### src/rtl/tick_ctrl.sv
// rtl/tick_ctrl.sv - run/pause/single-step timebase tick controller
//
// Purpose: owns the timebase divide counter and emits a one-cycle clock-enable
// pulse (tick) at one of four selectable divide ratios. Rate changes requested
// while running are held until the next period boundary, so no period is cut short.
//
// Ports:
//   clk_in     in   system clock
//   rst_n      in   asynchronous active-low reset
//   run        in   level, 1 = free-run, 0 = stopped
//   step       in   pulse, request one tick while stopped
//   rate_sel   in   divide-ratio index
//   rate_load  in   pulse, latch rate_sel
//   tick       out  one-cycle enable pulse (registered)
//   running    out  1 while in RUN (registered)
//   rate_cur   out  index of the divisor currently in effect
//   rate_pend  out  1 while a queued rate change awaits a boundary

module tick_ctrl #(
  parameter int DIV0 = 25000000,
  parameter int DIV1 = 12500000,
  parameter int DIV2 = 5000000,
  parameter int DIV3 = 1,
  parameter int CW   = 25
) (
  input  logic       clk_in,
  input  logic       rst_n,
  input  logic       run,
  input  logic       step,
  input  logic [1:0] rate_sel,
  input  logic       rate_load,
  output logic       tick,
  output logic       running,
  output logic [1:0] rate_cur,
  output logic       rate_pend
);

  typedef enum logic [1:0] {
    S_IDLE = 2'd0,
    S_RUN  = 2'd1,
    S_STEP = 2'd2
  } state_t;

  state_t        state, state_n;
  logic [CW-1:0] cnt, cnt_n;
  logic [CW-1:0] last_cnt;
  logic          terminal;
  logic          tick_n, running_n, rate_pend_n;
  logic [1:0]    rate_cur_n, pend_idx, pend_idx_n;

  // Terminal count of the divisor in effect (div_cur - 1).
  always_comb begin
    case (rate_cur)
      2'd0: last_cnt = CW'(DIV0 - 1);
      2'd1: last_cnt = CW'(DIV1 - 1);
      2'd2: last_cnt = CW'(DIV2 - 1);
      2'd3: last_cnt = CW'(DIV3 - 1);
    endcase
  end

  assign terminal = (cnt == last_cnt);

  always_comb begin
    state_n     = state;
    cnt_n       = cnt;
    tick_n      = 1'b0;
    rate_cur_n  = rate_cur;
    rate_pend_n = rate_pend;
    pend_idx_n  = pend_idx;
    case (state)
      S_IDLE: begin
        cnt_n = '0;
        if (rate_load) rate_cur_n = rate_sel;
        // run has priority over step
        if (run)       state_n = S_RUN;
        else if (step) state_n = S_STEP;
      end
      S_STEP: begin
        tick_n  = 1'b1;
        state_n = S_IDLE;
        if (rate_load) rate_cur_n = rate_sel;
      end
      S_RUN: begin
        if (!run) begin
          // Leaving RUN: no tick on the exit edge, and any queued rate is
          // applied now (a load on this same edge is the latest request).
          state_n     = S_IDLE;
          cnt_n       = '0;
          rate_pend_n = 1'b0;
          if (rate_load)      rate_cur_n = rate_sel;
          else if (rate_pend) rate_cur_n = pend_idx;
        end else begin
          if (terminal) begin
            cnt_n  = '0;
            tick_n = 1'b1;
          end else begin
            cnt_n = cnt + 1'b1;
          end
          // A load always lands in the pending slot, even on a terminal edge,
          // so it takes effect at the following boundary.
          if (rate_load) begin
            pend_idx_n  = rate_sel;
            rate_pend_n = 1'b1;
          end else if (terminal && rate_pend) begin
            rate_cur_n  = pend_idx;
            rate_pend_n = 1'b0;
          end
        end
      end
      default: begin
        state_n = S_IDLE;
        cnt_n   = '0;
      end
    endcase
  end

  assign running_n = (state_n == S_RUN);

  always_ff @(posedge clk_in or negedge rst_n) begin
    if (!rst_n) begin
      state     <= S_IDLE;
      cnt       <= '0;
      tick      <= 1'b0;
      running   <= 1'b0;
      rate_cur  <= 2'd0;
      rate_pend <= 1'b0;
      pend_idx  <= 2'd0;
    end else begin
      state     <= state_n;
      cnt       <= cnt_n;
      tick      <= tick_n;
      running   <= running_n;
      rate_cur  <= rate_cur_n;
      rate_pend <= rate_pend_n;
      pend_idx  <= pend_idx_n;
    end
  end

endmodule

### config.mk
export PLATFORM = sky130hd
export DESIGN_NAME = tick_ctrl
export DESIGN_NICKNAME = d
export VERILOG_FILES = /design/src/rtl/tick_ctrl.sv
export SDC_FILE = /design/constraint.sdc
export NUM_CORES = 1
export LEC_CHECK = 0
export BUFFER_PORTS_ARGS = -buffer_cell sky130_fd_sc_hd__buf_2
export CORE_MARGIN = 4
export CORE_UTILIZATION = 50
export CTS_CLUSTER_SIZE = 14
export DETAILED_ROUTE_END_ITERATION = 8
export PLACE_DENSITY = 0.76
export SLEW_MARGIN = 5
export SYNTH_ARGS = -nofsm -noshare
export SYNTH_HDL_FRONTEND = slang
export SYNTH_SLANG_ARGS = --single-unit
### constraint.sdc
create_clock -name clk_in -period 3.1 [get_ports clk_in]
set_input_delay 0.31 -clock clk_in [delete_from_list [all_inputs] [get_ports clk_in]]
set_output_delay 0.31 -clock clk_in [all_outputs]
set_load 0.005 [all_outputs]
==> metrics.csv <==
stage,metric,value,unit
grt,GRT Residual Overflow,0,
routing,DR WL met3,155,microns
sta,Tcrit/Tclk final,80.1,%
worst_setup_path,CP Data Arrival Time,2.63,ns
worst_setup_path,type of destination of the critical path,flip-flop,
logic_synthesis,register area share after synthesis,43.6,%
floorplanning,FP Rows,22,
logic_synthesis,ys flop type,dfrtp_1,
sta,relative slew slack,49.3,%
worst_setup_path,"slowest stage delay, CP",0.59,ns
sta,RSZ-0062 raised after global routing,false,
clock_tree,CTS root buf,clkbuf_8,
routing,TritonRoute pass-1 iters,4,
placed_design,hpwl dp,2870,microns
layout,final net count,232,
clock_tree,CTS max path bufs,2,
clock_tree,clock latency at the later pin of the worst-skew pair,0.29,ns
clock_tree,"Hold-fix buffers, CTS",0,
sta,final setup TNS,0,ns
routing,WL final,3980,microns
logic_synthesis,synthesized flop and latch total,34,
grt,global-route wire length before repair,6930,microns
logic_synthesis,synth warn,0,
clock_tree,Inserted Clock Buffers,5,
clock_tree,CTS tree,done,
grt,Total GRT Usage,17.5,%
grt,vias in the first global route,1521,
clock_tree,H-tree depth,2,
sta,post-route minimum period,2.48,ns
logic_synthesis,Avg Synthesized Cell Area,9.53,sq um
layout,share of cells above drive strength 1,15.4,%
routing,Top Metal Used,met4,
worst_setup_path,CP top delay family,compound AO/OA/AOI/OAI gates,
worst_setup_path,"Buf+Inv Stages, Crit Path",0,
logic_synthesis,synthesized instance count,205,
routing,routed metal-1 wire length,1800,microns
clock_tree,CTS Sinks,34,
placed_design,Placed Cells,261,
layout,Ant. Diodes,0,
routing,routed length per instance,14.8,microns
clock_tree,CTS resizes,0,
outcome,outcome,completed,
routing,drt drc,0,
layout,final instance area,2130,sq um
layout,"Cell Count, Final, Fillers Out",269,
floorplanning,I/O Pins,12,
power,pwr dens,624,nW/um^2
floorplanning,core area,3720,sq um
logic_synthesis,Mapped Nets,217,
power,Worst VDD drop,0.346,mV
sta,clk_skew,0.00737,ns
placed_design,port bufs,11,
worst_setup_path,critical path data required time,3.25,ns
grt,antenna violations before repair,0,
floorplanning,die height,70.5,microns
logic_synthesis,synth unique cells,46,
logic_synthesis,Post-synth ARST share,100,%
sta,Final Max Tran Viols,0,
sta,fmax,403,MHz
power,Tot Pwr,0.00133,W
routing,met2 WL,1960,microns
worst_setup_path,"critical path, cell by cell",nand2_4 -> or4_1 -> a221oi_2 -> nand3_2 -> a21oi_4 -> nor2_1,
placed_design,Area after DPL,2040,sq um
worst_setup_path,Worst Setup Start Kind,flip-flop,
sta,worst-margin pin slew,0.761,ns
logic_synthesis,number of synthesized flops with an enable pin,0,
floorplanning,Die X,70.5,microns
floorplanning,Die Footprint,4970,sq um
routing,vias per std cell,5.55,
clock_tree,setup bufs post-CTS,0,
placed_design,pre-CTS WS,0.663,ns
logic_synthesis,Post-Syn Area,1950,sq um
worst_setup_path,largest fanout on the critical path,23,
routing,"antenna viol nets, final",0,
worst_setup_path,Setup CP Type,reg -> reg,
sta,Worst Slack Setup Final,0.618,ns
layout,"Area growth, synth to finish",8.97,%
flow_run,Max-Cap Viols,0,
sta,# setup viols final,0,
worst_setup_path,CP max-delay cell,a21oi_4,
floorplanning,initial core utilization,52.6,%
worst_hold_path,hold crit path type,in -> async,
clock_tree,clock slew at reported path FFs,0.07,ns
power,Lkg Pwr,0.872,nW
routing,DR vias,1493,
placed_design,GP Congestion,0.805,
sta,final hold vios,0,
routing,initial drt markers,152,
grt,pin count of the biggest net entering global routing,35,
[metal layers]
| metal | up-vias | GRT usage (%) |
|---|---|---|
| met5 | - | 0 |
| met4 | 0 | 5.96 |
| met3 | 7 | 5.47 |
| met2 | 23 | 28.3 |
| met1 | 729 | 22.2 |
| li1 | 734 | - |
[final timing paths]
check / startpoint / depth (start not counted) / slack, ns / to
min: rst_n / 1 / 0.09 / cnt[8]$_DFFE_PN0N_
max: rate_cur[0]$_DFFE_PN0P_ / 6 / 0.62 / cnt[23]$_DFFE_PN0N_
min reg2reg: pend_idx[0]$_DFFE_PN0P_ / 1 / 0.51 / pend_idx[0]$_DFFE_PN0P_
min in group clk_in: rate_sel[0] / 2 / 0.26 / pend_idx[0]$_DFFE_PN0P_
max in group asynchronous: rst_n / 1 / 2.53 / tick$_DFF_PN0_
max reg2reg: rate_cur[0]$_DFFE_PN0P_ / 6 / 0.62 / cnt[23]$_DFFE_PN0N_
[Yosys cell counts (all sizes together) (3+ instances only)]
library cell	instances	share of area [%]
nand4b	3	1.3
buf	5	2.4
o21ai	8	2.1
dfrtp	34	44
or4	3	1.2
nor2b	3	0.96
nand3	11	3.1
mux2i	3	1.5
xnor2	17	7.6
mux2	4	2.3
nand4	9	2.9
ha	5	3.2
xor2	6	2.7
nand2	14	3.1
a21oi	3	1.5
nor2	37	7.6
inv	12	2.3
nor3	5	1.3
[through the flow]
stage,hold WS (ns),util [%]
2_1_floorplan,0.0144,-
3_3_place_gp,0.414,54.8
3_5_place_dp,0.427,54.8
4_1_cts,0.122,57.3
5_1_grt,0.164,57.3
6_report,0.0876,57.3
[layout by cell type, fill, tap and decap left out, drive strengths merged, types with 2 or more instances in the layout]
cell type / count
nor2b: 3
or4: 3
ha: 5
mux2i: 3
nor2: 37
o21ai: 8
xor2: 6
nor3: 5
nand2: 14
xnor2: 17
dfrtp: 34
nand4b: 3
nand3: 11
a22oi: 2
a21oi: 3
buf: 13
inv: 12
mux2: 4
clkbuf: 7
o22ai: 2
nand4: 9
nor3b: 2
[sequential cells by signal (all words and copies together) (netlist names)]
register and flops:
running 1, rate_pend 1, state 2, pend_idx 2
tick 1, cnt 25, rate_cur 2
[area by class of cell]
| type | count | area (sq um) |
|---|---|---|
| timing repair buffer | 13 | 70.1 |
| multi-input combinational | 154 | 1010 |
| fill | 349 | 1590 |
| tap | 48 | 60.1 |
| sequential | 34 | 851 |
| clock buffer | 7 | 86.3 |
| clock inverter | 1 | 5.00 |
| inverter | 12 | 45.0 |
[worst reg2reg max path: cells and delay by family (launching register included)]
kind,cells,cell delay (ns)
AO/OA/AOI/OAI,2,0.93
flip-flops,1,0.57
AND/OR/NAND/NOR,4,0.85
[logic make-up (layout without fill, tap and decap cells)]
logic type	count (synthesis)	after routing	share of synthesized area, %
and+or+nand+nor	97	97	26.1
AOI/OAI and AO/OA	22	22	8.26
buffers and inverters	17	33	4.68
xor gates and xnor gates	23	23	10.3
adders and majority gates	5	5	3.20
DFF	34	34	43.6
muxes	7	7	3.84
[power breakdown]
part | switching, W | total, W | internal [W] | leakage (nW)
Clock | 0.000159 | 0.000338 | 0.000179 | 0.0482
Sequential | 0.0000809 | 0.000583 | 0.000502 | 0.459
Combinational | 0.000227 | 0.000407 | 0.000179 | 0.364
Note: power is estimated with default switching activity, not from simulation.
